### src/rtl/rcv_shift_decode_if.sv
// Bundle between the receive timing logic and the serial-to-parallel decoder.
// shift_strobe marks a valid d_line sample for one cycle; byte_ready pulses once per completed rcv_data.
interface rcv_shift_decode_if;
  logic       clear;
  logic       shift_strobe;
  logic       d_line;
  logic [7:0] rcv_data;
  logic       byte_ready;
  logic       stuff_err;
  logic [2:0] bit_cnt;

  modport master (
    output clear, shift_strobe, d_line,
    input  rcv_data, byte_ready, stuff_err, bit_cnt
  );

  modport slave (
    input  clear, shift_strobe, d_line,
    output rcv_data, byte_ready, stuff_err, bit_cnt
  );
endinterface

### src/rtl/rcv_shift_decode.sv
// USB receive path: NRZI decode, bit-unstuffing and LSB-first byte assembly.
// One strobed line sample is consumed per shift_strobe; clear re-arms for a new packet.
module rcv_shift_decode #(
  parameter int STUFF_LEN = 6
) (
  input  logic                clk,
  input  logic                n_rst,
  rcv_shift_decode_if.slave   bus
);
  localparam int OW = $clog2(STUFF_LEN + 1);

  logic          prev_q, prev_d;
  logic [OW-1:0] ones_q, ones_d;
  logic [7:0]    shreg_q, shreg_d;
  logic [2:0]    bit_q, bit_d;
  logic [7:0]    data_q, data_d;
  logic          ready_q, ready_d;
  logic          err_q, err_d;
  logic          dbit;

  assign dbit = (bus.d_line == prev_q);

  always_ff @(posedge clk or negedge n_rst) begin
    if (!n_rst) begin
      prev_q  <= 1'b1;
      ones_q  <= '0;
      shreg_q <= '0;
      bit_q   <= '0;
      data_q  <= '0;
      ready_q <= 1'b0;
      err_q   <= 1'b0;
    end else begin
      prev_q  <= prev_d;
      ones_q  <= ones_d;
      shreg_q <= shreg_d;
      bit_q   <= bit_d;
      data_q  <= data_d;
      ready_q <= ready_d;
      err_q   <= err_d;
    end
  end

  always_comb begin
    prev_d  = prev_q;
    ones_d  = ones_q;
    shreg_d = shreg_q;
    bit_d   = bit_q;
    data_d  = data_q;
    ready_d = 1'b0;
    err_d   = err_q;
    if (bus.clear) begin
      // A strobe coinciding with clear is intentionally dropped; rcv_data is kept.
      prev_d  = 1'b1;
      ones_d  = '0;
      bit_d   = '0;
      shreg_d = '0;
      err_d   = 1'b0;
    end else if (bus.shift_strobe) begin
      prev_d = bus.d_line;
      if (ones_q == OW'(STUFF_LEN)) begin
        // Stuff position: discarded, and only a decoded 0 is legal here.
        ones_d = '0;
        if (dbit) err_d = 1'b1;
      end else begin
        shreg_d = {dbit, shreg_q[7:1]};
        ones_d  = dbit ? ones_q + OW'(1) : '0;
        if (bit_q == 3'd7) begin
          data_d  = {dbit, shreg_q[7:1]};
          ready_d = 1'b1;
          bit_d   = '0;
        end else begin
          bit_d = bit_q + 3'd1;
        end
      end
    end
  end

  assign bus.rcv_data   = data_q;
  assign bus.byte_ready = ready_q;
  assign bus.stuff_err  = err_q;
  assign bus.bit_cnt    = bit_q;
endmodule
### src/flat_wrapper.sv
// flat-port wrapper written by rule: the top's interface ports become plain ports
module rcv_shift_decode_flat 
#(
  parameter int STUFF_LEN = 6
)
  (clk, n_rst, bus_clear, bus_shift_strobe, bus_d_line, bus_rcv_data, bus_byte_ready, bus_stuff_err, bus_bit_cnt);
  rcv_shift_decode_if bus_i ();
  input  logic clk;
  input  logic n_rst;
  input wire logic [$bits(bus_i.clear)-1:0] bus_clear;
  input wire logic [$bits(bus_i.shift_strobe)-1:0] bus_shift_strobe;
  input wire logic [$bits(bus_i.d_line)-1:0] bus_d_line;
  output wire logic [$bits(bus_i.rcv_data)-1:0] bus_rcv_data;
  output wire logic [$bits(bus_i.byte_ready)-1:0] bus_byte_ready;
  output wire logic [$bits(bus_i.stuff_err)-1:0] bus_stuff_err;
  output wire logic [$bits(bus_i.bit_cnt)-1:0] bus_bit_cnt;
  assign bus_i.clear = bus_clear;
  assign bus_i.shift_strobe = bus_shift_strobe;
  assign bus_i.d_line = bus_d_line;
  assign bus_rcv_data = bus_i.rcv_data;
  assign bus_byte_ready = bus_i.byte_ready;
  assign bus_stuff_err = bus_i.stuff_err;
  assign bus_bit_cnt = bus_i.bit_cnt;
  rcv_shift_decode #(.STUFF_LEN(STUFF_LEN)) u_core (.clk(clk), .n_rst(n_rst), .bus(bus_i));
endmodule
### config.mk
export PLATFORM = sky130hd
export DESIGN_NAME = rcv_shift_decode_flat
export DESIGN_NICKNAME = d
export VERILOG_FILES = /design/src/rtl/rcv_shift_decode_if.sv /design/src/rtl/rcv_shift_decode.sv /design/src/flat_wrapper.sv
export SDC_FILE = /design/constraint.sdc
export NUM_CORES = 1
export LEC_CHECK = 0
export CORE_MARGIN = 2
export CORE_UTILIZATION = 35
export CTS_BUF_LIST = sky130_fd_sc_hd__clkbuf_4 sky130_fd_sc_hd__clkbuf_8
export DETAILED_ROUTE_END_ITERATION = 12
export PLACE_DENSITY_LB_ADDON = 0.08
export SYNTH_ARGS = -nofsm -noshare
export SYNTH_HDL_FRONTEND = slang
export SYNTH_SLANG_ARGS = --single-unit
### constraint.sdc
create_clock -name clk -period 1.85 [get_ports clk]
set_input_delay 0.37 -clock clk [delete_from_list [all_inputs] [get_ports clk]]
set_output_delay 0.37 -clock clk [all_outputs]
set_load 0.005 [all_outputs]
# Word-level counts from Yosys, hierarchy flattened
# Index checks and enable logic that the tools add are counted.
# totals
ff_bits	25
in_bits	5
elab_cells	42
# op_classes
addsub	2
n_eq_ne	4
muxes	21
bitwise	2
n_reduce_logical	6
# op_table
op	count
$mux 3	8
$mux 8	3
$mux 1	10
$add 3x1->3 const B	2
$eq 3x3->1 const B	2
$reduce_bool 2->1	3
$reduce_and 4->1	1
$reduce_and 3->1	1
$ne 2x2->1 const B	1
$not 1->1	2
$reduce_and 2->1	1
$eq 1x1->1	1

# Logic depth before layout (Yosys ltp)
# Gate-level depths: netlist of run 1.
# logic_depth
ltp_word	5
ltp_mapped	6
depth_no_buf	5

# Least setup slack after synthesis of run 1
# No wires, ideal clock.
# synth_timing
kind	reg2reg
from	register u_core.bit_q[0] (netlist: u_core.bus.bit_cnt[0])
to	register u_core.data_q[0] (netlist: u_core.bus.rcv_data[0])
setup_time_ps	125
arrival_time_ps	1256
required_ps	1725
path_slack_ps	470
path_stages_with_launch	5
n_path_buf	0
synth_period_minus_slack_ps	1380
path_cell_list	dfrtp_1 -> ha_1 -> ha_1 -> nand3b_4 -> mux2_2
# synth_via
elab_chain_len	2
# synth_rtl
item	line	rtl
from (decl)	rcv_shift_decode.sv:15	logic [2:0] bit_q, bit_d;
from (signal assigned)	rcv_shift_decode.sv:36	bit_q <= bit_d;
$eq 3x3->1	rcv_shift_decode.sv:67	if (bit_q == 3'd7) begin
$reduce_and 4->1 (no line)	-	
to (signal assigned)	rcv_shift_decode.sv:37	data_q <= data_d;
to (decl)	rcv_shift_decode.sv:16	logic [7:0] data_q, data_d;
# Every way passes these cells.
# A chain may end at the register's enable or synchronous reset.

# Worst setup path in the final report of run 1
# layout_timing
from	register u_core.bit_q[0] (netlist: u_core.bus.bit_cnt[0])
to	output port bus_bit_cnt[0]
# layout_rtl
item	line	rtl
to (decl)	flat_wrapper.sv:16	output wire logic [$bits(bus_i.bit_cnt)-1:0] bus_bit_cnt;
# No word-level cell between the ends.

==> impl_metrics.env, run 1 <==
export IMPL_cp_max_fo=3
export IMPL_antenna_found_initial=0
export IMPL_grt_pass1_vias=688
export IMPL_synth_area_leader_cell="dfrtp_1"
export IMPL_core_sq_um=2810
export IMPL_io_pins=18
export IMPL_seq_area_frac_synth_pct=57.7
export IMPL_synthCells=90
export IMPL_failed_checks="design-rule violations"
export IMPL_endpoint_kind="output port"
export IMPL_syn_num_nets=99
export IMPL_cap_violations=0
export IMPL_clk_path_buf_depth=2
export IMPL_rows=19
export IMPL_synth_edff_count=0
export IMPL_final_hold_violation_count=0
export IMPL_cp_arrival_ns=1.24
export IMPL_htreeDepth=1
export IMPL_hp_class="in2async"
export IMPL_antenna_left=0
export IMPL_ys_ff_latch=24
export IMPL_slew_headroom_pct=79.7
export IMPL_power_switching_share_pct=23.0
export IMPL_max_vdd_ir_drop_v=0.000370
export IMPL_path_cells="clkdlybuf4s50_1"
export IMPL_clk_pin_slew_ns=0.13
export IMPL_postPlaceCellArea_sq_um=1280
export IMPL_seqCellArea_sq_um=602
export IMPL_ys_warn_count=0
export IMPL_yosysTopAreaCellShare_pct=55.2
export IMPL_path_buf_inv=1
export IMPL_final_area_sq_um=1320
export IMPL_cts_root_buf="clkbuf_4"
export IMPL_grt_overflow=0
export IMPL_cts_buffers=3
export IMPL_fill_cells=286
export IMPL_grt_max_degree=25
export IMPL_crit_reg2reg_launch="u_core.ones_q[0]"
export IMPL_path_delay_family="buffers and inverters"
export IMPL_die_area_sq_um=3430
export IMPL_critical_path_class="reg2out"
export IMPL_first_pass_iters=8
export IMPL_nets=122
export IMPL_outcome="finished, violations left"
export IMPL_initial_utilization_pct=37.2
export IMPL_synth_avg_cell_area_sq_um=11.6
export IMPL_min_period_ns=1.61
export IMPL_async_flop_share_pct=100
export IMPL_report_final_slew_viol_count=0
export IMPL_routed_wl_microns=1900
export IMPL_power_internal_mw=0.702
export IMPL_combPwrFrac_pct=10.1
export IMPL_cts_resized=0
export IMPL_dp_hpwl_microns=1290
export IMPL_tightest_slew_ns=0.304
export IMPL_drc=1
export IMPL_area_growth_pct=26.4
export IMPL_place_congestion=0.643
export IMPL_cp_required_ns=1.48
export IMPL_numPortBuffers=17
export IMPL_crit_path_start="u_core.bus.bit_cnt[0]"
export IMPL_diodes=0
export IMPL_vias=708
export IMPL_power_switching_mw=0.210
export IMPL_p_seq_share_pct=59.8
export IMPL_critPathMaxStageDelay_ns=0.52
export IMPL_clock_skew_ns=0.00375
export IMPL_cts_sinks=24
export IMPL_ctsHoldBuffers=0
export IMPL_grt_pass1_wl_microns=3160
export IMPL_die_x_microns=58.6
export IMPL_max_freq_mhz=621
export IMPL_period_share_pct=87.0
export IMPL_wl_per_cell_microns=13.3
export IMPL_critPathSlowestCell="clkdlybuf4s50_1"
export IMPL_track_usage_pct=12.2
export IMPL_yosys_most_used_dff="dfrtp_1"
export IMPL_drtIter0Drc=12
export IMPL_leakagePower_nw=0.629
export IMPL_rsz0062_at_grt="false"
export IMPL_post_cts_buffers=0
export IMPL_final_layout_size_suffix_gt1_share_pct=18.8
export IMPL_viasPerCell=4.95
export IMPL_p_per_area_nw_per_um2=692
export IMPL_tns_ns=0
export IMPL_insertion_delay_ns=0.31
export IMPL_clkPwrFrac_pct=30.1
export IMPL_yosysUniqueCellTypes=25
export IMPL_synth_area_leaders="dfrtp_1, mux2_2, nand2_1"
export IMPL_cts_tree="yes"
export IMPL_utilization_pct=47.0
export IMPL_multi_input_area_sq_um=414
export IMPL_start_kind="register"
export IMPL_die_h_microns=58.6
export IMPL_setup_viol=0
export IMPL_syn_area_sq_um=1040
metrics by stage:
stage / power, mW / hold WS, ns / cells / setup WS, ns
detailed placement: 0.650 / 0.497 / 139 / 0.130
finish: 0.912 / 0.400 / 143 / 0.240
global placement: 0.649 / 0.487 / 139 / 0.145
global route: 0.962 / 0.404 / 143 / 0.171
floorplan: 0.597 / 0.0744 / 90 / 0.470
CTS: 0.930 / 0.408 / 143 / 0.219
layer usage:
metal / up-vias / wire length [microns] / global-route usage, %
met3: 2 / 51 / 1.98
li1: 348 / - / -
met4: 0 / 16 / 5.84
met2: 10 / 859 / 18.5
met1: 348 / 976 / 17.1
met5: - / 0 / 0
synthesized netlist by cell type (all sizes together), types with 2 or more instances:
| cell type | instances |
|---|---|
| a21oi | 11 |
| buf | 3 |
| dfrtp | 23 |
| ha | 4 |
| inv | 2 |
| mux2 | 8 |
| nand2 | 19 |
| nand2b | 2 |
| nor2 | 3 |
| xnor2 | 2 |
sequential cells by signal (all words and copies together) (netlist names):
register / count
u_core.bus.bit_cnt: 3
u_core.bus.rcv_data: 8
u_core.ones_q: 3
u_core.bus.stuff_err: 1
u_core.prev_q: 1
u_core.shreg_q: 7
u_core.bus.byte_ready: 1
power by group through the flow:
stage	Combinational (mW)	Sequential, mW	Clock (mW)
after global placement	0.0936	0.556	0
final	0.0918	0.546	0.275
after global routing	0.103	0.547	0.312
after detailed placement	0.0946	0.556	0
after CTS	0.0952	0.546	0.288
after floorplan	0.0422	0.555	0
logic make-up (layout without fill, tap and decap cells):
kind of cell	Yosys count	in the layout	share of synthesized area (%)
xor+xnor	2	2	1.68
compound gates	17	17	10.9
mux	8	8	8.63
fa+ha+maj	4	4	4.80
simple gates	29	29	13.7
buf+inv	6	28	2.64
flops	24	24	57.7
placed cells by master, fill, tap and decap left out, types with 2 or more instances in the layout:
| cell | netlist | layout |
|---|---|---|
| nor2_1 | 3 | 3 |
| mux2_2 | 8 | 8 |
| nand2_1 | 19 | 19 |
| nand2b_1 | 2 | 2 |
| clkbuf_4 | 0 | 3 |
| clkdlybuf4s50_1 | 0 | 17 |
| buf_4 | 1 | 4 |
| a21oi_1 | 11 | 11 |
| xnor2_1 | 2 | 2 |
| dfrtp_1 | 23 | 23 |
| ha_1 | 4 | 4 |
| inv_1 | 2 | 2 |
final timing paths:
check	end	slack [ns]	cells after the start
worst max-delay path	bus_bit_cnt[0]	0.24	1
worst min-delay path	u_core.bus.stuff_err	0.40	2
worst max register to register	u_core.bus.rcv_data[4]	0.32	5
worst min register to register	u_core.bus.rcv_data[0]	0.52	1
max in group asynchronous	u_core.prev_q	1.17	2
min in group clk	u_core.bus.rcv_data[0]	0.52	1
final cells by class:
type | instances | share of cell area, %
sequential | 24 | 45.6
inverter | 2 | 0.569
tap | 31 | 2.94
clock buffer | 4 | 2.75
multi-input combinational | 60 | 31.4
timing repair buffer | 22 | 16.7
Power figures use the tool's default switching activity.
==> run 2: changes to the inputs <==
--- a/config.mk
+++ b/config.mk
@@ -5,11 +5,13 @@
 export SDC_FILE = /design/constraint.sdc
 export NUM_CORES = 1
 export LEC_CHECK = 0
+export CELL_PAD_IN_SITES_DETAIL_PLACEMENT = 2
+export CELL_PAD_IN_SITES_GLOBAL_PLACEMENT = 2
 export CORE_MARGIN = 2
 export CORE_UTILIZATION = 35
 export CTS_BUF_LIST = sky130_fd_sc_hd__clkbuf_4 sky130_fd_sc_hd__clkbuf_8
 export DETAILED_ROUTE_END_ITERATION = 12
-export PLACE_DENSITY_LB_ADDON = 0.08
+export PLACE_DENSITY = 0.8
 export SYNTH_ARGS = -nofsm -noshare
 export SYNTH_HDL_FRONTEND = slang
 export SYNTH_SLANG_ARGS = --single-unit
==> impl_metrics.env, run 2 (synthesis results as in run 1) <==
export IMPL_largest_reg_flops=8
export IMPL_die_area_sq_um=3430
export IMPL_clock_skew_ns=0.00281
export IMPL_area_growth_pct=26.7
export IMPL_track_usage_pct=17.5
export IMPL_p_per_area_nw_per_um2=782
export IMPL_rows=19
export IMPL_cp_required_ns=1.48
export IMPL_cp_arrival_ns=1.28
export IMPL_place_congestion=0.714
export IMPL_ff2ff_setup_slack_ns=0.25
export IMPL_htreeDepth=1
export IMPL_nets=122
export IMPL_cts_resized=0
export IMPL_first_pass_iters=8
export IMPL_path_cells="clkdlybuf4s50_1"
export IMPL_ctsHoldBuffers=0
export IMPL_slew_headroom_pct=79.1
export IMPL_min_period_ns=1.65
export IMPL_drc=2
export IMPL_post_cts_buffers=0
export IMPL_tns_ns=0
export IMPL_viasPerCell=5.20
export IMPL_period_share_pct=89.0
export IMPL_report_final_slew_viol_count=0
export IMPL_start_kind="register"
export IMPL_cts_root_buf="clkbuf_4"
export IMPL_failed_checks="design-rule violations"
export IMPL_cts_tree="yes"
export IMPL_antenna_left=0
export IMPL_routed_wl_microns=2510
export IMPL_insertion_delay_ns=0.33
export IMPL_path_buf_inv=1
export IMPL_cp_max_fo=3
export IMPL_wl_per_cell_microns=17.6
export IMPL_endpoint_kind="output port"
export IMPL_clk_pin_slew_ns=0.14
export IMPL_drtIter0Drc=17
export IMPL_io_pins=18
export IMPL_cap_violations=0
export IMPL_critical_path_class="reg2out"
export IMPL_clkPwrFrac_pct=38.0
export IMPL_antenna_found_initial=0
export IMPL_max_freq_mhz=608
export IMPL_cts_sinks=24
export IMPL_grt_pass1_vias=861
export IMPL_layout_commonest_cell="dfrtp_1"
export IMPL_dp_hpwl_microns=1750
export IMPL_critPathMaxStageDelay_ns=0.52
export IMPL_final_layout_size_suffix_gt1_share_pct=18.8
export IMPL_outcome="finished, violations left"
export IMPL_final_cell_mix="dfrtp_1, nand2_1, clkdlybuf4s50_1"
export IMPL_leakagePower_nw=0.632
export IMPL_final_area_sq_um=1320
export IMPL_core_sq_um=2810
export IMPL_path_delay_family="buffers and inverters"
export IMPL_max_vdd_ir_drop_v=0.000322
export IMPL_initial_utilization_pct=37.2
export IMPL_grt_max_degree=25
export IMPL_setup_viol=0
export IMPL_p_seq_share_pct=52.9
export IMPL_combPwrFrac_pct=9.0
export IMPL_cts_buffers=3
export IMPL_power_switching_share_pct=22.7
export IMPL_crit_reg2reg_launch="u_core.ones_q[0]"
export IMPL_final_hold_violation_count=0
export IMPL_regToRegEndpoint="u_core.ones_q[1]"
export IMPL_vias=744
export IMPL_critPathSlowestCell="clkdlybuf4s50_1"
export IMPL_power_switching_mw=0.235
export IMPL_rsz0062_at_grt="false"
export IMPL_power_internal_mw=0.799
export IMPL_rr_worst_depth=6
export IMPL_diodes=0
export IMPL_hp_class="in2async"
export IMPL_postPlaceCellArea_sq_um=1270
export IMPL_die_x_microns=58.6
export IMPL_tightest_slew_ns=0.314
export IMPL_clk_path_buf_depth=2
export IMPL_die_h_microns=58.6
export IMPL_grt_pass1_wl_microns=4340
export IMPL_numPortBuffers=17
export IMPL_grt_overflow=0
[run 2: cell count changes in the layout (fill, tap and decap cells not counted), sizes merged]
cell	previous run	this run
clkbuf	4	3
bufinv	0	1
[run 2: final cells by class]
cell class | instances | area (sq um)
Clock inverter | 1 | 30.0
Tap cell | 31 | 38.8
Multi-Input combinational cell | 60 | 414
Inverter | 2 | 7.51
Fill cell | 302 | 1480
Sequential cell | 24 | 602
Timing Repair Buffer | 22 | 208
Clock buffer | 3 | 22.5
[run 2: metrics by stage]
stage	total power, mW	setup slack [ns]	hold WS (ns)	cells	util, %
floorplan	0.597	0.470	0.0744	90	-
global route	1.08	0.118	0.391	143	47.1
CTS	1.05	0.177	0.385	143	47.1
detailed placement	0.652	0.166	0.495	139	45.3
global placement	0.646	0.190	0.486	139	45.3
finish	1.03	0.204	0.381	143	47.1
[run 2: per-layer routing]
layer  vias up  share of wire [%]  GRT usage [%]
met3         5                2.7           1.98
met2        15                 50           29.4
met5         -                  0              0
met4         0                2.4           8.77
met1       379                 45           22.5
li1        345                  -              -
[run 2: worst max-delay path by stage]
| stage | cells past startpoint | endpoint | start |
|---|---|---|---|
| 3_3_place_gp | 4 | u_core.bus.rcv_data[5] | bus_shift_strobe |
| 4_1_cts | 1 | bus_bit_cnt[0] | u_core.bus.bit_cnt[0] |
| 6_report | 1 | bus_bit_cnt[0] | u_core.bus.bit_cnt[0] |
| 3_5_place_dp | 5 | u_core.ones_q[1] | bus_shift_strobe |
| 2_1_floorplan | 4 | u_core.bus.rcv_data[0] | u_core.bus.bit_cnt[0] |
| 5_1_grt | 1 | bus_bit_cnt[0] | u_core.bus.bit_cnt[0] |
[run 2: power groups by stage]
stage / registers (mW) / logic, mW / clock network, mW
after detailed placement: 0.557 / 0.0949 / 0
final: 0.547 / 0.0935 / 0.394
after floorplan: 0.555 / 0.0422 / 0
after CTS: 0.548 / 0.0962 / 0.408
after global placement: 0.556 / 0.0896 / 0
after global routing: 0.550 / 0.105 / 0.425
